## src/rtl/mdio_mgmt_master.sv

```systemverilog
// Clause-22 MDIO management master: serialises one read/write frame per accepted
// command on MDC/MDIO and returns read data / turnaround status with a one-clk rsp_valid.
module mdio_mgmt_master #(
   parameter int MDC_HALF_DIV = 4,
   parameter int PRE_LEN      = 32
) (
   input  logic        clk,
   input  logic        rst,
   input  logic        cmd_valid,
   output logic        cmd_ready,
   input  logic        cmd_write,
   input  logic [4:0]  cmd_phyad,
   input  logic [4:0]  cmd_regad,
   input  logic [15:0] cmd_wdata,
   output logic        rsp_valid,
   output logic [15:0] rsp_rdata,
   output logic        rsp_ta_err,
   output logic        busy,
   output logic        mdc,
   output logic        mdio_o,
   output logic        mdio_oe,
   input  logic        mdio_i
);
   typedef enum logic [2:0] {IDLE, PRE, HDR, TA, DATA, DONE} state_t;

   localparam logic [7:0] H_LAST = 8'(MDC_HALF_DIV - 1);
   localparam logic [5:0] B_HDR  = 6'(PRE_LEN);
   localparam logic [5:0] B_TA   = 6'(PRE_LEN + 14);
   localparam logic [5:0] B_TA2  = 6'(PRE_LEN + 15);
   localparam logic [5:0] B_DATA = 6'(PRE_LEN + 16);
   localparam logic [5:0] B_LAST = 6'(PRE_LEN + 31);

   state_t      state;
   logic [7:0]  hcnt;
   logic [5:0]  bcnt;
   logic [63:0] sreg;
   logic        wr;
   logic        ta;
   logic [15:0] rx;
   logic [63:0] frame_ld;
   logic [5:0]  bnext;
   logic        drive_next;

   // Whole frame left-aligned: preamble ones, then ST/OP/PHYAD/REGAD/TA/DATA.
   always_comb begin
      frame_ld = {32'hFFFF_FFFF, 2'b01, (cmd_write ? 2'b01 : 2'b10), cmd_phyad, cmd_regad,
                  2'b10, (cmd_write ? cmd_wdata : 16'hFFFF)} << (32 - PRE_LEN);
      bnext      = bcnt + 6'd1;
      drive_next = wr | (bnext < B_TA);
   end

   assign cmd_ready = (state == IDLE);
   assign busy      = ~cmd_ready;

   always_ff @(posedge clk) begin
      if (rst) begin
         state      <= IDLE;
         mdc        <= 1'b0;
         mdio_o     <= 1'b1;
         mdio_oe    <= 1'b0;
         rsp_valid  <= 1'b0;
         rsp_rdata  <= 16'h0;
         rsp_ta_err <= 1'b0;
         hcnt       <= 8'h0;
         bcnt       <= 6'h0;
         sreg       <= 64'h0;
         wr         <= 1'b0;
         ta         <= 1'b0;
         rx         <= 16'h0;
      end else begin
         rsp_valid <= 1'b0;
         case (state)
            IDLE: begin
               if (cmd_valid) begin
                  state   <= (PRE_LEN > 0) ? PRE : HDR;
                  wr      <= cmd_write;
                  mdc     <= 1'b0;
                  mdio_o  <= frame_ld[63];
                  mdio_oe <= 1'b1;
                  sreg    <= frame_ld << 1;
                  hcnt    <= 8'h0;
                  bcnt    <= 6'h0;
                  ta      <= 1'b0;
                  rx      <= 16'h0;
               end
            end
            DONE: state <= IDLE;
            default: begin
               if (hcnt != H_LAST) begin
                  hcnt <= hcnt + 8'd1;
               end else begin
                  hcnt <= 8'h0;
                  if (!mdc) begin
                     mdc <= 1'b1;
                  end else begin
                     mdc <= 1'b0;
                     // Sample on the last clk of the high half, just before MDC falls.
                     if (!wr) begin
                        if (bcnt == B_TA2) ta <= mdio_i;
                        if (bcnt >= B_DATA) rx <= {rx[14:0], mdio_i};
                     end
                     if (bcnt == B_LAST) begin
                        state      <= DONE;
                        mdio_oe    <= 1'b0;
                        mdio_o     <= 1'b1;
                        rsp_valid  <= 1'b1;
                        rsp_rdata  <= wr ? 16'h0 : {rx[14:0], mdio_i};
                        rsp_ta_err <= wr ? 1'b0 : ta;
                     end else begin
                        bcnt    <= bnext;
                        mdio_o  <= drive_next ? sreg[63] : 1'b1;
                        mdio_oe <= drive_next;
                        sreg    <= sreg << 1;
                        if (bnext == B_HDR)       state <= HDR;
                        else if (bnext == B_TA)   state <= TA;
                        else if (bnext == B_DATA) state <= DATA;
                     end
                  end
               end
            end
         endcase
      end
   end
endmodule

```

## config.mk

```make
export PLATFORM = sky130hd
export DESIGN_NAME = mdio_mgmt_master
export DESIGN_NICKNAME = d
export VERILOG_FILES = /design/src/rtl/mdio_mgmt_master.sv
export SDC_FILE = /design/constraint.sdc
export NUM_CORES = 1
export LEC_CHECK = 0
export BUFFER_PORTS_ARGS = -buffer_cell sky130_fd_sc_hd__buf_2
export CELL_PAD_IN_SITES_DETAIL_PLACEMENT = 1
export CELL_PAD_IN_SITES_GLOBAL_PLACEMENT = 1
export CORE_MARGIN = 8
export CORE_UTILIZATION = 40
export DETAILED_ROUTE_END_ITERATION = 16
export GPL_TIMING_DRIVEN = 0
export PLACE_DENSITY = 0.77
export REMOVE_ABC_BUFFERS = 1
export SLEW_MARGIN = 10
export SYNTH_ARGS = -nofsm -noshare
export SYNTH_HDL_FRONTEND = slang
export SYNTH_SLANG_ARGS = --single-unit
export TNS_END_PERCENT = 20
```

## constraint.sdc

```tcl
create_clock -name clk -period 2.2 [get_ports clk]
set_input_delay 0.11 -clock clk [delete_from_list [all_inputs] [get_ports clk]]
set_output_delay 0.11 -clock clk [all_outputs]
set_load 0.05 [all_outputs]
```

==> results.json, run 1 <==
{
  "required_ns": 2.55,
  "clkPwrFrac_pct": 46.5,
  "nNetsFinal": 625,
  "fillCellCount": 1362,
  "critPathMaxStageDelay_ns": 0.55,
  "yosysMostFrequentCell": "dfxtp_1",
  "hp-class": "in -> reg",
  "tightest_slew_ns": 0.493,
  "synthesis.instances": 526,
  "ys_ff_latch": 118,
  "syn_to_final_growth_pct": 27.5,
  "ys_warn_count": 0,
  "yosysSeqAreaShare_pct": 48.1,
  "postSynthAreaPerCell_um2": 9.34,
  "hold_viol": 0,
  "drv_cap": 0,
  "first_pass_iters": 4,
  "peakVddDrop_mv": 0.545,
  "async_flop_share_pct": 0,
  "die_x_um": 127,
  "clock_latency_ns": 0.42,
  "outcome": "finished, final reports clean",
  "regArea_um2": 2370,
  "drc": 0,
  "fp.dieH_um": 127,
  "crit_slowest_cell": "or4b_4",
  "dieArea_um2": 16100,
  "synth_cell_types": 64,
  "cp-start-kind": "flop",
  "hpwl_um": 7580,
  "reg2reg_slack_ns": 0.07,
  "clock_sinks": 118,
  "drv_slew": 0,
  "synth_edf_count": 0,
  "cp_num_buf_inv": 0,
  "yosysTopAreaCell": "dfxtp_1",
  "rows": 40,
  "drtIter0Drc": 259,
  "multi_input_area_um2": 2500,
  "vias": 4318,
  "power-per-cell-area_nw_per_um2": 969,
  "ys.flop_type": "dfxtp_1",
  "max_freq_mhz": 470,
  "p_int_w": 0.00452,
  "layout-drive-gt1-share_pct": 24.9,
  "gp_congestion": 0.820,
  "drtAntennaViolNets": 0,
  "design.core.area_um2": 12000,
  "gr-usage-all-layers_pct": 16.9,
  "slew_headroom_pct": 67.1,
  "worst_setup_path_end_kind": "flop",
  "path_class": "reg -> reg",
  "setup_tns_ns": 0,
  "portBuffers": 53,
  "clockRootBuffer": "clkbuf_16",
  "overflow": 0,
  "grt_setup_unrepaired": "true",
  "cts_tree": "done",
  "synth_commonest_cells": "dfxtp_1, nor2_1, nand2_1, o22ai_1, o21ai_0",
  "grt_pass1_wl_um": 22000,
  "diodes": 0,
  "pwr-share-comb_pct": 13.3,
  "cts_buffer_depth": 2,
  "start_util_pct": 40.9,
  "cp_cell_sequence": "ha_4, or4b_4, nor2_8, o21ai_4, a211o_4, o2bb2ai_2",
  "grt_antenna_before_repair": 0,
  "skew_ns": 0.00689,
  "grt_max_degree": 88,
  "synth_top_area_share_pct": 48.1,
  "vias_per_cell": 5.76,
  "ioPinCount": 54,
  "grt_pass1_vias": 4464,
  "wl_um": 13400,
  "critPathTopFamily": "simple AND/OR/NAND/NOR gates",
  "path_clk_slew_ns": 0.05,
  "min_period_ns": 2.13,
  "setup_viol": 0,
  "hold_ws_ns": 0.0350,
  "critPathArrivalTime_ns": 2.47,
  "wl_per_cell_um": 17.8,
  "pwr-share-seq_pct": 40.2,
  "fin_crit_sh_pct": 96.7,
  "netlist_area_um2": 4910,
  "leakage_nw": 2.44,
  "synthTopCellsByArea": "dfxtp_1, nor2_1, o22ai_1",
  "power.switching_w": 0.00155,
  "p_sw_share_pct": 25.5,
  "htree_levels": 4,
  "cts_buffers": 17,
  "crit_fanout": 16
}
## stage by stage
step                      power (W)  std cells  utilization (%)  setup slack [ns]  instance area (µm²)
after global routing        0.00632        750             52.2          -0.00500                 6260
after CTS                   0.00612        746             51.4            0.0175                 6170
after global placement      0.00312        685             42.9             -3.89                 5150
after floorplan             0.00294        485                -             -2.44                 4700
after detailed placement    0.00317        687             43.4             -1.58                 5220
final                       0.00607        750             52.2            0.0727                 6260
## cell type report
| cell class | instances | area share [%] |
|---|---|---|
| multi-input cells | 367 | 40.0 |
| flip-flops and latches | 118 | 37.8 |
| repair buffers | 81 | 9.05 |
| clock buffers | 23 | 7.79 |
| well taps | 147 | 2.94 |
| clock inverters | 9 | 1.96 |
| inverters | 5 | 0.499 |
## timing repair
item / in CTS / in global routing
gates resized for setup: 17 / 11
gates cloned: 3 / 2
hold endpoints to repair: 12 / 0
pin swaps: 10 / 3
setup buffers: 13 / 2
endpoints found under the setup margin: 114 / 87
hold buffers: 11 / 0
## final timing paths
kind | from | endpoint | cells past startpoint
setup / recovery | hcnt[1]$_SDFFE_PP0P_ | sreg[8]$_SDFFE_PP0P_ | 6
hold / removal | cmd_valid | wr$_SDFFE_PP0P_ | 3
setup reg to reg | hcnt[1]$_SDFFE_PP0P_ | sreg[8]$_SDFFE_PP0P_ | 6
hold reg to reg | sreg[11]$_SDFFE_PP0P_ | sreg[11]$_SDFFE_PP0P_ | 1
## tightest hold or removal path, delay by kind of cell
kind                   cells  cell delay, ns
buffers and inverters      1            0.12
AOI/OAI and AO/OA          1            0.07
and+or+nand+nor            1            0.11
## sequential cells by signal, summed over array words and instances, names as in the netlist
signal	flops
sreg	63
rsp_rdata	16
rx	15
hcnt	8
bcnt	6
state	3
mdc	1
mdio_o	1
mdio_oe	1
rsp_ta_err	1
rsp_valid	1
ta	1
wr	1
## cells by family after synthesis
group                      Yosys count  synth area share (%)
and+or+nand+nor                    184                  19.1
DFF                                118                  48.1
xor gates and xnor gates             6                  1.07
buffers and inverters               46                  4.64
AOI/OAI and AO/OA                  168                  26.1
adders and majority gates            4                  1.02
## per-layer routing
| metal | part of all wire [%] | GRT usage (%) | vias up | wire length, µm |
|---|---|---|---|---|
| met5 | 0 | 0 | - | 0 |
| met4 | 1.7 | 7.00 | 0 | 225 |
| met3 | 4.7 | 5.03 | 21 | 623 |
| met2 | 50 | 28.3 | 88 | 6630 |
| met1 | 44 | 19.8 | 2123 | 5870 |
| li1 | - | - | 2086 | - |
## power groups by stage
| stage | Sequential [W] | Combinational [W] | Clock [W] |
|---|---|---|---|
| 5_1_grt | 0.00246 | 0.000889 | 0.00297 |
| 2_1_floorplan | 0.00246 | 0.000473 | 0 |
| 6_report | 0.00244 | 0.000805 | 0.00282 |
| 3_3_place_gp | 0.00246 | 0.000652 | 0 |
| 4_1_cts | 0.00244 | 0.000795 | 0.00289 |
| 3_5_place_dp | 0.00247 | 0.000695 | 0 |
## cell usage in the layout (no fill, tap or decap), types with 5 or more instances in the layout
cell type,synthesis,layout
a21oi_1,17,15
a22o_1,17,17
a22oi_1,19,19
a311oi_1,11,11
buf_2,18,52
buf_4,0,13
clkbuf_16,0,17
clkinv_2,1,5
dfxtp_1,118,114
dlygate4sd3_1,0,11
nand2_1,39,38
nand3_1,6,6
nand3b_1,19,19
nor2_1,84,82
nor3_1,5,5
o21ai_0,22,22
o22ai_1,34,34
o2bb2ai_2,10,12
or3_1,6,5
xor2_1,5,5
No activity file was read; power rests on OpenSTA's default activity.
==> inputs of run 2 (changes only) <==
Settings changed: CORE_UTILIZATION 40 to 32, MAX_ROUTING_LAYER set to met4, PLACE_DENSITY 0.77 to 0.64.
==> run 2 against run 1 <==
Critical path depth increased by 3. Clock power increased by 4%. Via count decreased by 1.0%. Die area increased by 22%. Highest routed layer unchanged.
==> results.json, run 2 (synthesized netlist as in run 1, its figures left out) <==
{
  "drtAntennaViolNets": 0,
  "vias": 4274,
  "pwr-share-seq_pct": 39.2,
  "dpl.cell_count": 729,
  "post_dp_cell_area_um2": 5310,
  "drc": 0,
  "rr_startpoint": "hcnt[2]$_SDFFE_PP0P_",
  "rows": 45,
  "design.core.area_um2": 15100,
  "grt_pass1_wl_um": 21800,
  "worst_setup_path_end_kind": "flop",
  "clock_latency_ns": 0.41,
  "layout-drive-gt1-share_pct": 25.4,
  "top_regs": "sreg: 63 flops, rsp_rdata: 16 flops, rx: 15 flops",
  "met3_length_um": 394,
  "peakVddDrop_mv": 0.512,
  "wl_um": 13100,
  "drv_slew": 0,
  "path_clk_slew_ns": 0.05,
  "drv_cap": 0,
  "hpwl_um": 7930,
  "critPathArrivalTime_ns": 2.42,
  "power-per-cell-area_nw_per_um2": 968,
  "dr_wl_met2_um": 6510,
  "mostFrequentLayoutCell": "dfxtp_1",
  "power.switching_w": 0.00154,
  "die_x_um": 140,
  "max_freq_mhz": 472,
  "cts_buffer_depth": 2,
  "diodes": 0,
  "start_util_pct": 32.6,
  "portBuffers": 53,
  "fp.dieH_um": 140,
  "grt_max_degree": 57,
  "cts_tree": "done",
  "crit_fanout": 23,
  "postLayoutCellArea_um2": 6420,
  "grt_pass1_vias": 4335,
  "clkPwrFrac_pct": 47.3,
  "hold_viol": 0,
  "grt_antenna_before_repair": 0,
  "gp_congestion": 0.786,
  "nNetsFinal": 629,
  "syn_to_final_growth_pct": 30.8,
  "hold_ws_ns": 0.0546,
  "drtIter0Drc": 199,
  "p_int_w": 0.00468,
  "highest_layer": "met4",
  "dieArea_um2": 19600,
  "reg2reg_slack_ns": 0.08,
  "top_register": "sreg",
  "outcome": "finished, final reports clean",
  "clockRootBuffer": "clkbuf_16",
  "rr_worst_depth": 9,
  "slew_headroom_pct": 60.3,
  "endpoint": "sreg[30]$_SDFFE_PP0P_",
  "leakage_nw": 2.51,
  "stdcell_count": 795,
  "r2r_end": "sreg[30]$_SDFFE_PP0P_",
  "wl_per_cell_um": 16.5,
  "pwr-share-comb_pct": 13.5,
  "cp-startpoint": "hcnt[2]$_SDFFE_PP0P_",
  "path_class": "reg -> reg",
  "grt_setup_unrepaired": "true",
  "ioPinCount": 54,
  "required_ns": 2.50,
  "gr-usage-all-layers_pct": 14.0,
  "cp-start-kind": "flop",
  "hp-class": "in -> reg",
  "cts_buffers": 17,
  "vias_per_cell": 5.38,
  "wl_met1_um": 6170,
  "clock_sinks": 118,
  "largest_register_ffs": 63,
  "overflow": 0,
  "skew_ns": 0.0110,
  "setup_viol": 0,
  "fin_crit_sh_pct": 96.2,
  "tightest_slew_ns": 0.593,
  "layout_common_cells": "dfxtp_1, nor2_1, buf_2",
  "p_sw_share_pct": 24.8,
  "min_period_ns": 2.12,
  "htree_levels": 4,
  "first_pass_iters": 5
}
-- run 2: critical path, cell delays in order (launching register included) --
cell       delay (ns)
dfxtp_1          0.37
nor4b_2          0.44
o211ai_1         0.16
buf_4            0.18
a21oi_4          0.18
clkbuf_16        0.18
buf_16           0.15
nor2_4           0.06
buf_4            0.16
o2bb2ai_2        0.12
-- run 2: worst min-delay path by stage --
stage | startpoint | to | slack (ns) | cells past startpoint
after floorplan | rst | bcnt[3]$_SDFFE_PP0P_ | 0.18 | 1
after global placement | mdio_i | rsp_rdata[0]$_SDFFE_PP0P_ | 0.37 | 2
after detailed placement | mdio_i | rsp_rdata[0]$_SDFFE_PP0P_ | 0.38 | 2
after CTS | cmd_valid | wr$_SDFFE_PP0P_ | 0.03 | 3
after global routing | cmd_valid | wr$_SDFFE_PP0P_ | 0.06 | 3
final | cmd_valid | wr$_SDFFE_PP0P_ | 0.05 | 3
-- run 2: metrics by stage --
step | utilization, % | setup TNS, ns | worst slack (ns) | total power (W)
2_1_floorplan | - | -136.68 | -2.44 | 0.00294
6_report | 42.6 | 0 | 0.0834 | 0.00622
3_5_place_dp | 35.2 | -91.90 | -1.59 | 0.00321
4_1_cts | 41.4 | -2.14 | -0.0814 | 0.00627
5_1_grt | 42.6 | -0.638 | -0.0595 | 0.00650
3_3_place_gp | 34.5 | -222.72 | -4.03 | 0.00313
-- run 2: power by group through the flow --
| stage | Sequential [W] | Clock (W) | Combinational (W) |
|---|---|---|---|
| final | 0.00244 | 0.00294 | 0.000842 |
| after global routing | 0.00246 | 0.00312 | 0.000928 |
| after CTS | 0.00243 | 0.00302 | 0.000814 |
| after detailed placement | 0.00247 | 0 | 0.000731 |
| after global placement | 0.00247 | 0 | 0.000661 |
| after floorplan | 0.00246 | 0 | 0.000473 |
-- run 2: repair_timing --
| item | in CTS | in global routing |
|---|---|---|
| hold endpoints to repair | 13 | 0 |
| buffers inserted | 9 | 10 |
| resized for setup | 14 | 14 |
| pin swaps | 8 | 6 |
| setup endpoints to repair | 114 | 102 |
| cloned | 2 | 2 |
| hold buffers | 11 | 0 |
-- run 2: cell type report --
type	instances	area, µm²
Clock buffer	24	492
Clock inverter	8	144
Fill cell	1719	8660
Inverter	5	31.3
Multi-Input combinational cell	365	2480
Sequential cell	118	2370
Tap cell	188	235
Timing Repair Buffer	87	674
-- run 2: metal layers --
| metal | GRT usage, % | vias to the layer above |
|---|---|---|
| li1 | - | 2085 |
| met5 | - | - |
| met2 | 22.2 | 62 |
| met3 | 4.49 | 6 |
| met1 | 16.7 | 2121 |
| met4 | 4.40 | 0 |
==> inputs of run 3 (changes only) <==
--- a/config.mk
+++ b/config.mk
@@ -15,3 +15,3 @@
 export MAX_ROUTING_LAYER = met4
-export PLACE_DENSITY = 0.64
+export PLACE_DENSITY = 0.59
 export REMOVE_ABC_BUFFERS = 1
--- a/constraint.sdc
+++ b/constraint.sdc
@@ -3,2 +3,2 @@
 set_output_delay 0.11 -clock clk [all_outputs]
-set_load 0.05 [all_outputs]
+set_load 0.1 [all_outputs]
==> run 3 against run 2 <==
Largest power group unchanged. Non-clock buffer count fell by 3. Power fell by 1.4%. Cell count fell by 0.38%. Fmax rose by 0.90%. Clock power fell by 4%. Die area did not move. Largest cell class unchanged. Hold slack got worse by 0.0043 ns. First-iteration DRC count fell by 23%. Sequential cell count did not move. Cell area fell by 0.31%. Sequential power barely moved. Critical endpoint is now sreg[40]$_SDFFE_PP0P_. Highest routed layer unchanged. Critical path depth fell by 2.
==> results.json, run 3 (synthesized netlist as in run 1, its figures left out) <==
{
  "clock_sinks": 118,
  "power_w": 0.00614,
  "critPathMostFrequentCell": "a21oi_4",
  "vias_per_cell": 5.38,
  "overflow": 0,
  "ioPinCount": 54,
  "rr_startpoint": "state[0]$_SDFFE_PP0P_",
  "hp-start": "cmd_valid",
  "hold_viol": 0,
  "cts_buffers": 17,
  "outcome": "finished, final reports clean",
  "grt_pass1_vias": 4394,
  "die_x_um": 140,
  "wl_um": 13400,
  "first_pass_iters": 4,
  "hpwl_um": 7990,
  "grt_antenna_before_repair": 0,
  "crit_fanout": 33,
  "cts_buffer_depth": 2,
  "cp-start-kind": "flop",
  "max_freq_mhz": 477,
  "top_regs": "sreg: 63 flops, rsp_rdata: 16 flops, rx: 15 flops",
  "drc": 0,
  "fp.dieH_um": 140,
  "nNetsFinal": 626,
  "min_period_ns": 2.10,
  "post_dp_cell_area_um2": 5280,
  "portBuffers": 53,
  "gr-usage-all-layers_pct": 14.4,
  "gp_congestion": 0.762,
  "largest_register_ffs": 63,
  "rr_worst_depth": 7,
  "layout-drive-gt1-share_pct": 25.3,
  "worst_slack_ns": 0.102,
  "critPathMaxStageDelay_ns": 0.47,
  "grt_setup_unrepaired": "true",
  "start_util_pct": 32.6,
  "vias": 4264,
  "design.core.area_um2": 15100,
  "worst_setup_path_end_kind": "flop",
  "setup_viol": 0,
  "htree_levels": 4,
  "path_class": "reg -> reg",
  "reg2reg_slack_ns": 0.10,
  "hp-class": "in -> reg",
  "postLayoutCellArea_um2": 6400,
  "syn_to_final_growth_pct": 30.4,
  "tightest_slew_ns": 0.521,
  "setup_tns_ns": 0,
  "r2r_end": "sreg[40]$_SDFFE_PP0P_",
  "mostFrequentLayoutCell": "dfxtp_1",
  "critPathArrivalTime_ns": 2.39,
  "diodes": 0,
  "path_clk_slew_ns": 0.05,
  "layout_common_cells": "dfxtp_1, nor2_1, buf_2",
  "drv_slew": 0,
  "required_ns": 2.50,
  "wl_per_cell_um": 16.9,
  "cts_tree": "done",
  "drtAntennaViolNets": 0,
  "slew_headroom_pct": 65.2,
  "power-per-cell-area_nw_per_um2": 958,
  "rows": 45,
  "grt_pass1_wl_um": 22300,
  "cp_cell_sequence": "or3_1, a21oi_4, a21oi_4, buf_12, buf_16, o22ai_1, nor2_1",
  "clock_latency_ns": 0.42,
  "clockRootBuffer": "clkbuf_16",
  "dieArea_um2": 19600,
  "dp_slack_ns": -1.58,
  "peakVddDrop_mv": 0.547,
  "min_to": "wr$_SDFFE_PP0P_",
  "fin_crit_sh_pct": 95.3,
  "final_util_pct": 42.4,
  "drv_cap": 0,
  "drtIter0Drc": 154,
  "crit_slowest_cell": "a21oi_4",
  "top_register": "sreg",
  "grt_max_degree": 55,
  "min_path_cells": 3,
  "skew_ns": 0.00873,
  "leakage_nw": 2.48
}
run 3: cell count changes in the layout (fill, tap and decap cells not counted), moves of 2 or more:
cell	delta
buf_12	+3
clkbuf_1	-3
buf_4	-4
clkbuf_8	-2
clkinv_2	+2
clkinvlp_4	+4
run 3: repair_timing:
action                                  CTS  global route
hold endpoints to repair                 12             0
hold buffers                             11             0
setup buffers                            14             3
pin swaps                                 9             3
gates resized for setup                  15            12
endpoints found under the setup margin  114            99
gates cloned                              3             1
run 3: worst max path at each step:
stage,start,end
3_5_place_dp,state[1]$_SDFFE_PP0P_,rx[4]$_SDFFE_PP0P_
4_1_cts,state[2]$_SDFFE_PP0P_,sreg[5]$_SDFFE_PP0P_
5_1_grt,bcnt[2]$_SDFFE_PP0P_,sreg[45]$_SDFFE_PP0P_
3_3_place_gp,hcnt[0]$_SDFFE_PP0P_,sreg[11]$_SDFFE_PP0P_
2_1_floorplan,state[1]$_SDFFE_PP0P_,sreg[10]$_SDFFE_PP0P_
6_report,state[0]$_SDFFE_PP0P_,sreg[40]$_SDFFE_PP0P_
run 3: metal layers:
| metal | track usage (%) | vias up | share of wire [%] |
|---|---|---|---|
| met1 | 17.3 | 2110 | 49 |
| met5 | - | - | 0 |
| met3 | 4.59 | 17 | 3.5 |
| li1 | - | 2076 | - |
| met4 | 4.63 | 0 | 1.1 |
| met2 | 22.6 | 61 | 47 |
run 3: power by group:
part / total [W] / internal (W) / switching (W)
Sequential: 0.00244 / 0.00232 / 0.000116
Clock: 0.00282 / 0.00183 / 0.000995
Combinational: 0.000874 / 0.000337 / 0.000537
run 3: final cells by class:
type / instances / area [µm²]
Clock inverter: 13 / 154
Fill cell: 1732 / 8680
Clock buffer: 19 / 453
Tap cell: 188 / 235
Inverter: 5 / 31.3
Sequential cell: 118 / 2370
Multi-Input combinational cell: 365 / 2470
Timing Repair Buffer: 84 / 688
run 3: through the flow:
stage               hold WS [ns]  cells
CTS                       0.0385    788
global route              0.0418    792
detailed placement         0.373    728
global placement           0.370    726
floorplan                  0.179    485
finish                    0.0503    792
run 3: critical path: cells and delay by family (launching register included):
family          cells  cell delay, ns
flops               1            0.40
buf+inv             2            0.33
simple gates        2            0.52
compound gates      3            0.72
